==> config.mk <==
export PLATFORM = sky130hd
export DESIGN_NAME = ps2_kb_decoder
export DESIGN_NICKNAME = d
export VERILOG_FILES = /design/src/rtl/ps2_kb_decoder.sv
export SDC_FILE = /design/constraint.sdc
export NUM_CORES = 1
export LEC_CHECK = 0
export ABC_AREA = 1
export CAP_MARGIN = 20
export CORE_AREA = 2 2 73 75
export CTS_CLUSTER_DIAMETER = 30
export DETAILED_ROUTE_END_ITERATION = 10
export DIE_AREA = 0 0 75 77
export GPL_TIMING_DRIVEN = 0
export PLACE_DENSITY = 0.88
export SLEW_MARGIN = 0
export SYNTH_ARGS = -nofsm -noshare
export SYNTH_HDL_FRONTEND = slang
export SYNTH_SLANG_ARGS = --single-unit
==> constraint.sdc <==
create_clock -name tx_clk -period 2.16 [get_ports tx_clk]
set_clock_uncertainty 0.1 [all_clocks]
set_input_delay 0.324 -clock tx_clk [delete_from_list [all_inputs] [get_ports tx_clk]]
set_output_delay 0.324 -clock tx_clk [all_outputs]
set_load 0.03 [all_outputs]
==> src/rtl/ps2_kb_decoder.sv <==
// PS/2 keyboard receiver: sync, glitch filter, frame FSM, scan-code decode.
// Emits 12-bit {make, ext, 2'b00, code} words for kb_transmit.
module ps2_kb_decoder #(
  parameter int FILTER_LEN = 8,
  parameter int TIMEOUT    = 100000
) (
  input  logic        tx_clk,
  input  logic        rst_n,
  input  logic        ps2_clk,
  input  logic        ps2_data,
  output logic [11:0] keyboard_data,
  output logic        key_event,
  output logic        frame_err
);

  localparam int FW = $clog2(FILTER_LEN + 1);
  localparam int TW = $clog2(TIMEOUT + 1);

  typedef enum logic [1:0] {
    IDLE,
    DATA,
    PARITY,
    STOP
  } state_t;

  logic          clk_s1;
  logic          clk_s2;
  logic          dat_s1;
  logic          dat_s2;
  logic          filt_clk;
  logic [FW-1:0] flt_cnt;

  state_t        state;
  logic [2:0]    bit_cnt;
  logic [7:0]    shreg;
  logic          par;
  logic [TW-1:0] tcnt;
  logic          ext;
  logic          brk;

  logic clk_new;
  logic flt_done;
  logic fall;
  logic tmo;
  logic frame_ok;

  assign clk_new  = clk_s2 != filt_clk;
  assign flt_done = clk_new && (flt_cnt == FW'(FILTER_LEN - 1));
  assign fall     = flt_done && filt_clk;
  assign tmo      = (state != IDLE) && !fall &&
                    (tcnt == TW'(TIMEOUT - 1));
  assign frame_ok = (^{shreg, par}) && dat_s2;

  always_ff @(posedge tx_clk or negedge rst_n) begin
    if (!rst_n) begin
      clk_s1   <= 1'b1;
      clk_s2   <= 1'b1;
      dat_s1   <= 1'b1;
      dat_s2   <= 1'b1;
      filt_clk <= 1'b1;
      flt_cnt  <= '0;
    end else begin
      clk_s1 <= ps2_clk;
      clk_s2 <= clk_s1;
      dat_s1 <= ps2_data;
      dat_s2 <= dat_s1;
      if (!clk_new) begin
        flt_cnt <= '0;
      end else if (flt_done) begin
        filt_clk <= clk_s2;
        flt_cnt  <= '0;
      end else begin
        flt_cnt <= flt_cnt + FW'(1);
      end
    end
  end

  always_ff @(posedge tx_clk or negedge rst_n) begin
    if (!rst_n) begin
      state         <= IDLE;
      bit_cnt       <= '0;
      shreg         <= '0;
      par           <= 1'b0;
      tcnt          <= '0;
      ext           <= 1'b0;
      brk           <= 1'b0;
      keyboard_data <= '0;
      key_event     <= 1'b0;
      frame_err     <= 1'b0;
    end else begin
      key_event <= 1'b0;
      frame_err <= 1'b0;

      if (fall || state == IDLE)
        tcnt <= '0;
      else if (tcnt != TW'(TIMEOUT))
        tcnt <= tcnt + TW'(1);

      unique case (state)
        IDLE: begin
          if (fall && !dat_s2) begin
            state   <= DATA;
            bit_cnt <= '0;
          end
        end
        DATA: begin
          if (fall) begin
            shreg   <= {dat_s2, shreg[7:1]};
            bit_cnt <= bit_cnt + 3'd1;
            if (bit_cnt == 3'd7)
              state <= PARITY;
          end
        end
        PARITY: begin
          if (fall) begin
            par   <= dat_s2;
            state <= STOP;
          end
        end
        STOP: begin
          if (fall) begin
            state <= IDLE;
            if (!frame_ok) begin
              frame_err <= 1'b1;
              ext       <= 1'b0;
              brk       <= 1'b0;
            end else begin
              unique case (shreg)
                8'hE0: ext <= 1'b1;
                8'hF0: brk <= 1'b1;
                8'h00, 8'hFF: begin
                  ext <= 1'b0;
                  brk <= 1'b0;
                end
                default: begin
                  keyboard_data <= {~brk, ext, 2'b00, shreg};
                  key_event     <= 1'b1;
                  ext           <= 1'b0;
                  brk           <= 1'b0;
                end
              endcase
            end
          end
        end
        default: state <= IDLE;
      endcase

      // A stalled frame is dropped like a bad one
      if (tmo) begin
        state     <= IDLE;
        frame_err <= 1'b1;
        ext       <= 1'b0;
        brk       <= 1'b0;
      end
    end
  end

endmodule

---- After elaboration in Yosys (flattened, before gate mapping) ----
Cells that the tools add are included.
storage, ports and cells
  register bits ........................... 54
  logic and storage cells ................. 99
cells by class
  $add $sub $neg .......................... 3
  equal/unequal tests ..................... 20
  multiplexer cells ....................... 32
  bitwise gates (word level) .............. 2
  reduce and logical (&&, ||, !) cells .... 26
operators by type and width
  kind                     count
  $mux W17                 2
  $eq A8 B8 Y1 const B     3
  $ne A3 B3 Y1 const B     6
  $add A17 B1 Y17 const B  1
  $eq A17 B17 Y1 const B   1
  $ne A17 B17 Y1 const B   1
  $mux W1                  16
  $mux W2                  6
  $reduce_bool A2 Y1       5
  $reduce_and A3 Y1        3
  $reduce_xor A9 Y1        1
  $logic_not A8 Y1         1
  $mux W4                  2
  $pmux W2 S4              1
  $logic_and A1 B1 Y1      6
  $mux W3                  2
  $pmux W3 S2              1
  $reduce_and A2 Y1        3
  $reduce_and A5 Y1        1
  $add A4 B1 Y4 const B    1
  $eq A2 B2 Y1 const B     2
  $eq A4 B3 Y1 const B     1
  $pmux W1 S2              2
  $reduce_and A4 Y1        1
  other kinds (12)         14

---- Logic depth before layout (Yosys ltp) ----
Gate-level depths: netlist (run 1).
  depth in word-level cells ............... 8
  mapped depth ............................ 14
  depth with buffers taken out ............ 13

---- Least setup slack after synthesis (run 1) ----
No wires, ideal clock.
  path type ............................... register to register
  start ................................... register flt_cnt[0]
  end ..................................... register ext
  arrival ................................. 1.519 ns
  slack ................................... 0.423 ns
  stages on the path, launching flop included .. 13
  path buffers ............................ 1
  cell sequence ........................... dfrtp_1 ha_1 nand2_1 nor2_2 nand2_2 inv_2 nor2_1 buf_2 nand3_2 nand4_1 nand2_1 nand2_1 nand2_1
on the way
  longest elaborated chain between the ends .. 8
ends and longest elaborated chain
  element                                                              RTL line  text
  from (decl)                                                          31        logic [FW-1:0] flt_cnt;
  from (signal assigned)                                               73        flt_cnt <= flt_cnt + FW'(1);
  $eq A4 B3 Y1 (*)                                                     48        assign flt_done = clk_new && (flt_cnt == FW'(FILTER_LEN - 1));
  $logic_and A1 B1 Y1 (*)                                              48
  $logic_and A1 B1 Y1 (*)                                              49        assign fall = flt_done && filt_clk;
  $logic_not A1 Y1                                                     50        assign tmo = (state != IDLE) && !fall &&
  $logic_and A1 B1 Y1 (2 in a row)                                     50
  $ne A3 B3 Y1 (no source line) or $reduce_bool A2 Y1 (tied branches)  -
  $reduce_and A3 Y1 (no source line)                                   -
  to (signal assigned)                                                 85        ext <= 1'b0;
  to (signal assigned)                                                 125       ext <= 1'b0;
  to (signal assigned)                                                 129       8'hE0: ext <= 1'b1;
  to (decl)                                                            38        logic ext;
Mark *: on every way between the ends. The rest lies on a longest branch, timed or not.
A chain may end at the register's enable or synchronous reset.

---- Worst setup path in the final report (run 1) ----
Ends and elaborated chain as after synthesis.

==> results of run 1 <==
[routing by layer]
layer	GRT usage	wire length, µm
met1	0.2582	2320
met5	0	0
met3	0.04074	194
met2	0.3404	2562
met4	0.06429	81
[report_power, final]
| group | switching [W] | internal (W) |
|---|---|---|
| registers | 0.0000660 | 0.00110 |
| clock network | 0.000310 | 0.000230 |
| logic | 0.000316 | 0.000173 |
[through the flow]
stage                     worst slack [ps]  total power, W
after floorplan                      423.3        0.001519
after global placement              -905.7        0.001621
after detailed placement             147.8        0.001663
after CTS                            128.9        0.002210
after global routing                 24.31        0.002359
final                                183.7        0.002194
[flip-flops by register name, indices dropped and copies added, names as in the netlist]
name,cells
dat_s2,1
state,2
frame_err,1
tcnt,17
clk_s2,1
keyboard_data,10
shreg,8
brk,1
key_event,1
ext,1
filt_clk,1
flt_cnt,4
par,1
bit_cnt,3
dat_s1,1
clk_s1,1
[repair_timing]
item                                    4_1_cts  5_1_grt
endpoints found under the setup margin        0       11
hold endpoints to repair                     17        0
hold buffers                                  1        0
gates resized for setup                       0        5
[final timing paths]
path,startpoint,to,cells after the start
worst max-delay path,flt_cnt[0],ext,12
worst max register to register,flt_cnt[0],ext,12
min in group asynchronous,rst_n,flt_cnt[0],2
worst min-delay path,clk_s1,clk_s2,0
worst min register to register,clk_s1,clk_s2,0
max in group asynchronous,rst_n,dat_s1,3
[synth_stat cells, types with 2 or more instances]
master / instances
nand2_1: 85
dfrtp_1: 49
inv_1: 42
nor2_1: 33
o21ai_0: 23
nand3_1: 15
a21oi_1: 13
nor3_1: 10
ha_1: 9
o21ai_1: 9
nand2_2: 6
dfstp_2: 5
inv_2: 5
nand3_2: 5
nand4_1: 5
nor2_2: 4
nor2_4: 4
nor4_1: 3
xor2_1: 3
a31oi_1: 2
a32o_1: 2
buf_2: 2
buf_4: 2
buf_6: 2
xnor2_1: 2
[kinds of logic (layout without fill, tap and decap cells)]
| logic type | count (synthesis) | after routing | synth area share |
|---|---|---|---|
| simple gates | 174 | 174 | 0.2841 |
| other cells | 1 | 2 | 0.001322 |
| fa+ha+maj | 9 | 9 | 0.03970 |
| flops | 54 | 54 | 0.4786 |
| buf+inv | 55 | 80 | 0.08249 |
| xor+xnor | 5 | 5 | 0.01544 |
| compound gates | 52 | 52 | 0.09837 |
[layout make-up]
cell class / count / area [µm²]
multi-input combinational: 242 / 1249
clock inverter: 1 / 7.507
timing repair buffer: 17 / 175.2
inverter: 48 / 182.7
clock buffer: 7 / 76.32
sequential: 54 / 1358
fill: 414 / 1787
buffer: 7 / 55.05
tap: 70 / 87.58
[cells in the final DEF, fill, tap and decap left out, types with 2 or more instances in the layout]
cell type / instances
o21ai_1: 10
conb_1: 2
a21oi_1: 13
xnor2_1: 2
dfstp_2: 5
nor2_4: 4
nand3_1: 15
buf_4: 3
nand2_2: 6
nand4_1: 5
inv_1: 42
nand2_1: 85
xor2_1: 3
a31oi_1: 2
buf_6: 2
clkdlybuf4s50_1: 14
nor4_1: 3
inv_2: 5
nor2_2: 4
ha_1: 9
o21ai_0: 22
a32o_1: 2
nand3_2: 5
nor2_1: 33
clkbuf_1: 2
clkbuf_8: 5
buf_2: 2
dfrtp_1: 49
nor3_1: 10
==> reports/qor.yml, run 1 <==
run_status:
  status: "finished clean"
layout:
  drive_gt1_frac: 0.1223
  num_antenna_cells: 0
  final_core_util: 0.6410
  area_growth_pct: 12.48
  final_cell_count_no_fill: 446
  design_area_mm2: 0.003191
  nets: 388
logic_synthesis:
  ys_warn_count: 0
  syn_inst: 350
  ys_dominant_reg_cell: "dfrtp_1"
  ys_seq_area_frac: 0.4786
  async_flop_share: 1.000
  yosysUniqueCellTypes: 35
  synth_top_area_share: 0.4323
  syn_avg_cell_area_um2: 8.104
  synth.largest_area_cell: "dfrtp_1"
  synth_seq_cells: 54
  yosys-top-cells-area: "dfrtp_1 43%, nand2_1 11%, inv_1 5.6%"
  synth_edf_count: 0
  syn-cell-area_mm2: 0.002836
pwr:
  power.density_mw_per_mm2: 687.8
  max-vdd-ir-drop_v: 0.0004070
  leakage_nw: 1.548
placement:
  dp_hpwl_um: 3898
  place_area_mm2: 0.003093
  port_buffers: 15
  dp_cells: 437
  gp_congestion: 0.9066
global_routing:
  grt_pass1_vias: 2222
  grt_start_max_net_pins: 35
  grt_overflow: 0
  track_usage: 0.2028
  antenna_found_initial: 0
  grt_first_pass_wirelength_um: 9204
route:
  drt_iter0_markers: 150
  drt-total-wl_um: 5159
  viasPerCell: 5.191
  antenna_left: 0
  first_pass_iters: 4
  wire_per_inst_um: 11.57
  post-route-drc-count: 0
  vias: 2315
run:
  cap_viol_max_count: 0
worst_setup_path:
  path_class: "reg -> reg"
  cp.arrival_ps: 2070
  slowest_stage: "dfrtp_1"
  path_buf_inv: 2
  critPathMostFrequentCell: "nand2_1"
  endpoint_kind: "register"
  crit_chain: "ha_1, nand2_1, nor2_2, nand2_2, inv_2, nor2_1, buf_4, nand3_2, nand4_1, nand2_1, nand2_1, nand2_1"
  path_delay_family: "simple AND/OR/NAND/NOR gates"
  rrSetupSlack_ps: 180
  worst_path_largest_cell_delay_ps: 410
  cp_max_fo: 10
  crit_required_ps: 2260
  crit_path_start_kind: "register"
hold_path:
  min_path_type: "reg -> reg"
die:
  fp.dieW_um: 75
  die_area_mm2: 0.005775
  die_y_um: 77
  coreArea_mm2: 0.004977
  num_rows: 26
  pin_count: 18
  start_util: 0.5699
clock_network:
  cts_root_buf: "clkbuf_8"
  cts_setup_buffers: 0
  cts.sinks: 54
  numCtsBuffers: 5
  clock_path_buffers: 2
  clk_latency_ps: 310
  cts_tree: "done"
  htree_levels: 2
  clk_pin_slew_ps: 90
sta:
  hold_violations: 0
  period_minus_slack_ps: 1976
  whs_ps: 250.2
  fin_tns_setup_ps: 0
  setup_viol: 0
  rsz0062_at_grt: "false"
  relSlewSlack: 0.6260
  fmax_mhz: 506.0
  worst_pin_slew_ps: 555.1
  min_period_over_period: 0.9150
  drv_slew: 0
Note: power is estimated with default switching activity, not from simulation.
==> inputs of run 2 (changes only) <==
--- a/config.mk
+++ b/config.mk
@@ -8,7 +8,6 @@
 export ABC_AREA = 1
 export CAP_MARGIN = 20
 export CORE_AREA = 2 2 73 75
-export CTS_CLUSTER_DIAMETER = 30
 export DETAILED_ROUTE_END_ITERATION = 10
 export DIE_AREA = 0 0 75 77
 export GPL_TIMING_DRIVEN = 0
==> results of run 2 <==
No change in the layout: final DEF, timing and power equal those of run 1.
==> inputs of run 3 (changes only) <==
--- a/config.mk
+++ b/config.mk
@@ -11,7 +11,7 @@
 export DETAILED_ROUTE_END_ITERATION = 10
 export DIE_AREA = 0 0 75 77
 export GPL_TIMING_DRIVEN = 0
-export PLACE_DENSITY = 0.88
+export PLACE_DENSITY_LB_ADDON = 0.2
 export SLEW_MARGIN = 0
 export SYNTH_ARGS = -nofsm -noshare
 export SYNTH_HDL_FRONTEND = slang
==> constraint.sdc (replaced) <==
create_clock -name tx_clk -period 2.16 [get_ports tx_clk]
set_clock_uncertainty 0.1 [all_clocks]
set_input_delay 0.324 -clock tx_clk [delete_from_list [all_inputs] [get_ports tx_clk]]
set_output_delay 0.324 -clock tx_clk [all_outputs]
set_load 0.05 [all_outputs]
==> run 3 against run 2 <==
Against the previous run:
- via count is 3.3% lower
- sequential share of layout area is 0.77 points lower
- sequential power hardly changed
- critical path type unchanged
==> reports/qor.yml, run 3 (synthesized netlist as in run 1, its figures left out) <==
worst_setup_path:
  path_delay_family: "simple AND/OR/NAND/NOR gates"
  cp.arrival_ps: 2060  # about the same
  r2r_cells: 12  # unchanged
  cp_num_cells: 12  # unchanged
  rr_endpoint: "ext"
  crit_path_start_kind: "register"
  crit_chain: "ha_1, nand2_1, nor2_2, nand2_2, inv_2, nor2_1, clkbuf_4, nand3_2, nand4_1, nand2_1, nand2_1, nand2_1"
  critPathMostFrequentCell: "nand2_1"
  rr_startpoint: "flt_cnt[0]"
  endpoint_kind: "register"
  path_class: "reg -> reg"
  rrSetupSlack_ps: 210  # +20 ps
  crit_required_ps: 2270  # about the same
  cp_max_fo: 10  # unchanged
  cp-startpoint: "flt_cnt[0]"
  slowest_stage: "dfrtp_1"
  worst_path_largest_cell_delay_ps: 410  # about the same
  path_buf_inv: 2  # unchanged
sta:
  worst_pin_slew_ps: 515.6  # -39.48 ps
  min_period_over_period: 0.9051  # -0.009885
  period_minus_slack_ps: 1955  # -21.35 ps
  hold_violations: 0  # unchanged
  drv_slew: 0  # unchanged
  relSlewSlack: 0.6526  # +0.02660
  whs_ps: 259.4  # +9.243 ps
  fmax_mhz: 511.5  # +1.1%
  setup_viol: 0  # unchanged
  rsz0062_at_grt: "false"
die:
  coreArea_mm2: 0.004977  # unchanged
  num_rows: 26  # unchanged
  die_y_um: 77  # unchanged
  start_util: 0.5699  # unchanged
  fp.dieW_um: 75  # unchanged
  pin_count: 18  # unchanged
  die_area_mm2: 0.005775  # unchanged
layout:
  area_growth_pct: 14.56
  drive_gt1_frac: 0.1277  # +0.005319
  multi_input_area_mm2: 0.001249  # unchanged
  top_regs: "tcnt x17, keyboard_data x10, shreg x8"
  num_antenna_cells: 0  # unchanged
  largest_register: "tcnt"
  final_common_cell: "nand2_1"
  final_cell_mix: "85 x nand2_1, 49 x dfrtp_1, 42 x inv_1, 33 x nor2_1, 23 x o21ai_0"
  seq_area_mm2: 0.001358  # unchanged
  largest_reg_flops: 17  # unchanged
  fill_cells: 444  # +7.2%
  design_area_mm2: 0.003249  # +1.8%
  nets: 388  # unchanged
route:
  viasPerCell: 5.020  # -3.3%
  antenna_left: 0  # unchanged
  drt-total-wl_um: 5216  # +1.1%
  drt_iter0_markers: 98  # -35%
  first_pass_iters: 4  # unchanged
  vias: 2239  # -3.3%
  wire_per_inst_um: 11.70  # +1.1%
  post-route-drc-count: 0  # unchanged
clock_network:
  cts_setup_buffers: 0  # unchanged
  cts_tree: "done"
  numCtsBuffers: 5  # unchanged
  cts_root_buf: "clkbuf_8"
  clk_latency_ps: 300  # about the same
  htree_levels: 2  # unchanged
  cts.sinks: 54  # unchanged
  clock_path_buffers: 2  # unchanged
  clk_pin_slew_ps: 100  # about the same
pwr:
  leakage_nw: 1.581  # +2.1%
  power.density_mw_per_mm2: 757.1  # +10%
  max-vdd-ir-drop_v: 0.0005318  # +31%
placement:
  port_buffers: 15  # unchanged
  gp_congestion: 0.8347  # -7.9%
  place_area_mm2: 0.003093  # unchanged
  dp_hpwl_um: 3964  # +1.7%
global_routing:
  grt_overflow: 0  # unchanged
  grt_first_pass_wirelength_um: 9535  # +3.6%
  antenna_found_initial: 0  # unchanged
  grt_start_max_net_pins: 38  # +8.6%
  grt_pass1_vias: 2250  # +1.3%
  track_usage: 0.2073  # +0.004517
hold_path:
  hp-start: "clk_s1"
  min_to: "clk_s2"
  hold_depth: 0  # unchanged
  min_path_type: "reg -> reg"
run_status:
  status: "finished clean"
run:
  cap_viol_max_count: 0  # unchanged
==> run 3: changes by cell type in the layout (fill, tap and decap cells not counted) <==
cell | previous run | this run
buf_4 | 3 | 2
bufinv_16 | 0 | 2
clkbuf_1 | 2 | 0
clkbuf_4 | 0 | 1
clkbuf_8 | 5 | 6
clkinvlp_4 | 1 | 0
o21ai_0 | 22 | 23
o21ai_1 | 10 | 9
==> run 3: worst max path at each step <==
stage	slack [ps]	endpoint
global placement	-970	tcnt[15]
global route	20	ext
detailed placement	170	shreg[6]
floorplan	420	ext
CTS	150	ext
finish	210	ext
==> run 3: cell type report <==
type / instances / share of cell area
tap: 70 / 0.02695
clock buffer: 6 / 0.02541
multi-input combinational: 242 / 0.3843
clock inverter: 2 / 0.01848
sequential: 54 / 0.4178
buffer: 7 / 0.01694
timing repair buffer: 17 / 0.05391
inverter: 48 / 0.05622
==> run 3: repair_timing <==
item                                    CTS  global route
gates resized for setup                   0             3
endpoints found under the hold margin    14             0
endpoints found under the setup margin    0             6
hold buffers                              1             0
==> run 3: worst register-to-register path, stage by stage, from the launching register on <==
cell      delay, ps
dfrtp_1         410
ha_1            210
nand2_1         110
nor2_2           60
nand2_2          90
inv_2            70
nor2_1          120
clkbuf_4        230
nand3_2         130
nand4_1         150
nand2_1          60
nand2_1          60
nand2_1          50
==> run 3: per-stage QoR <==
step	std cells	power [W]	TNS, ps	setup WS, ps	util
6_report	446	0.002460	0	205.1	0.6528
5_1_grt	446	0.002633	0	18.69	0.6528
4_1_cts	446	0.002480	0	152.2	0.6521
3_5_place_dp	437	0.001664	0	170.2	0.6214
3_3_place_gp	436	0.001632	-49260	-968.8	0.6184
2_1_floorplan	351	0.001522	0	423.3	-
==> run 3: layer usage <==
| metal | global-route usage | part of all wire | wire, µm |
|---|---|---|---|
| met3 | 0.03022 | 0.022 | 117 |
| met2 | 0.3491 | 0.50 | 2619 |
| met5 | 0 | 0 | 0 |
| met4 | 0.06786 | 0.012 | 61 |
| met1 | 0.2692 | 0.46 | 2417 |
==> run 3: power breakdown <==
group,leakage (nW),total [W],switching (W),internal [W]
Combinational,0.781,0.000478,0.000308,0.000170
Clock,0.0714,0.000816,0.000322,0.000494
Sequential,0.729,0.00117,0.0000663,0.00110
Total,1.58,0.00246,0.000696,0.00176
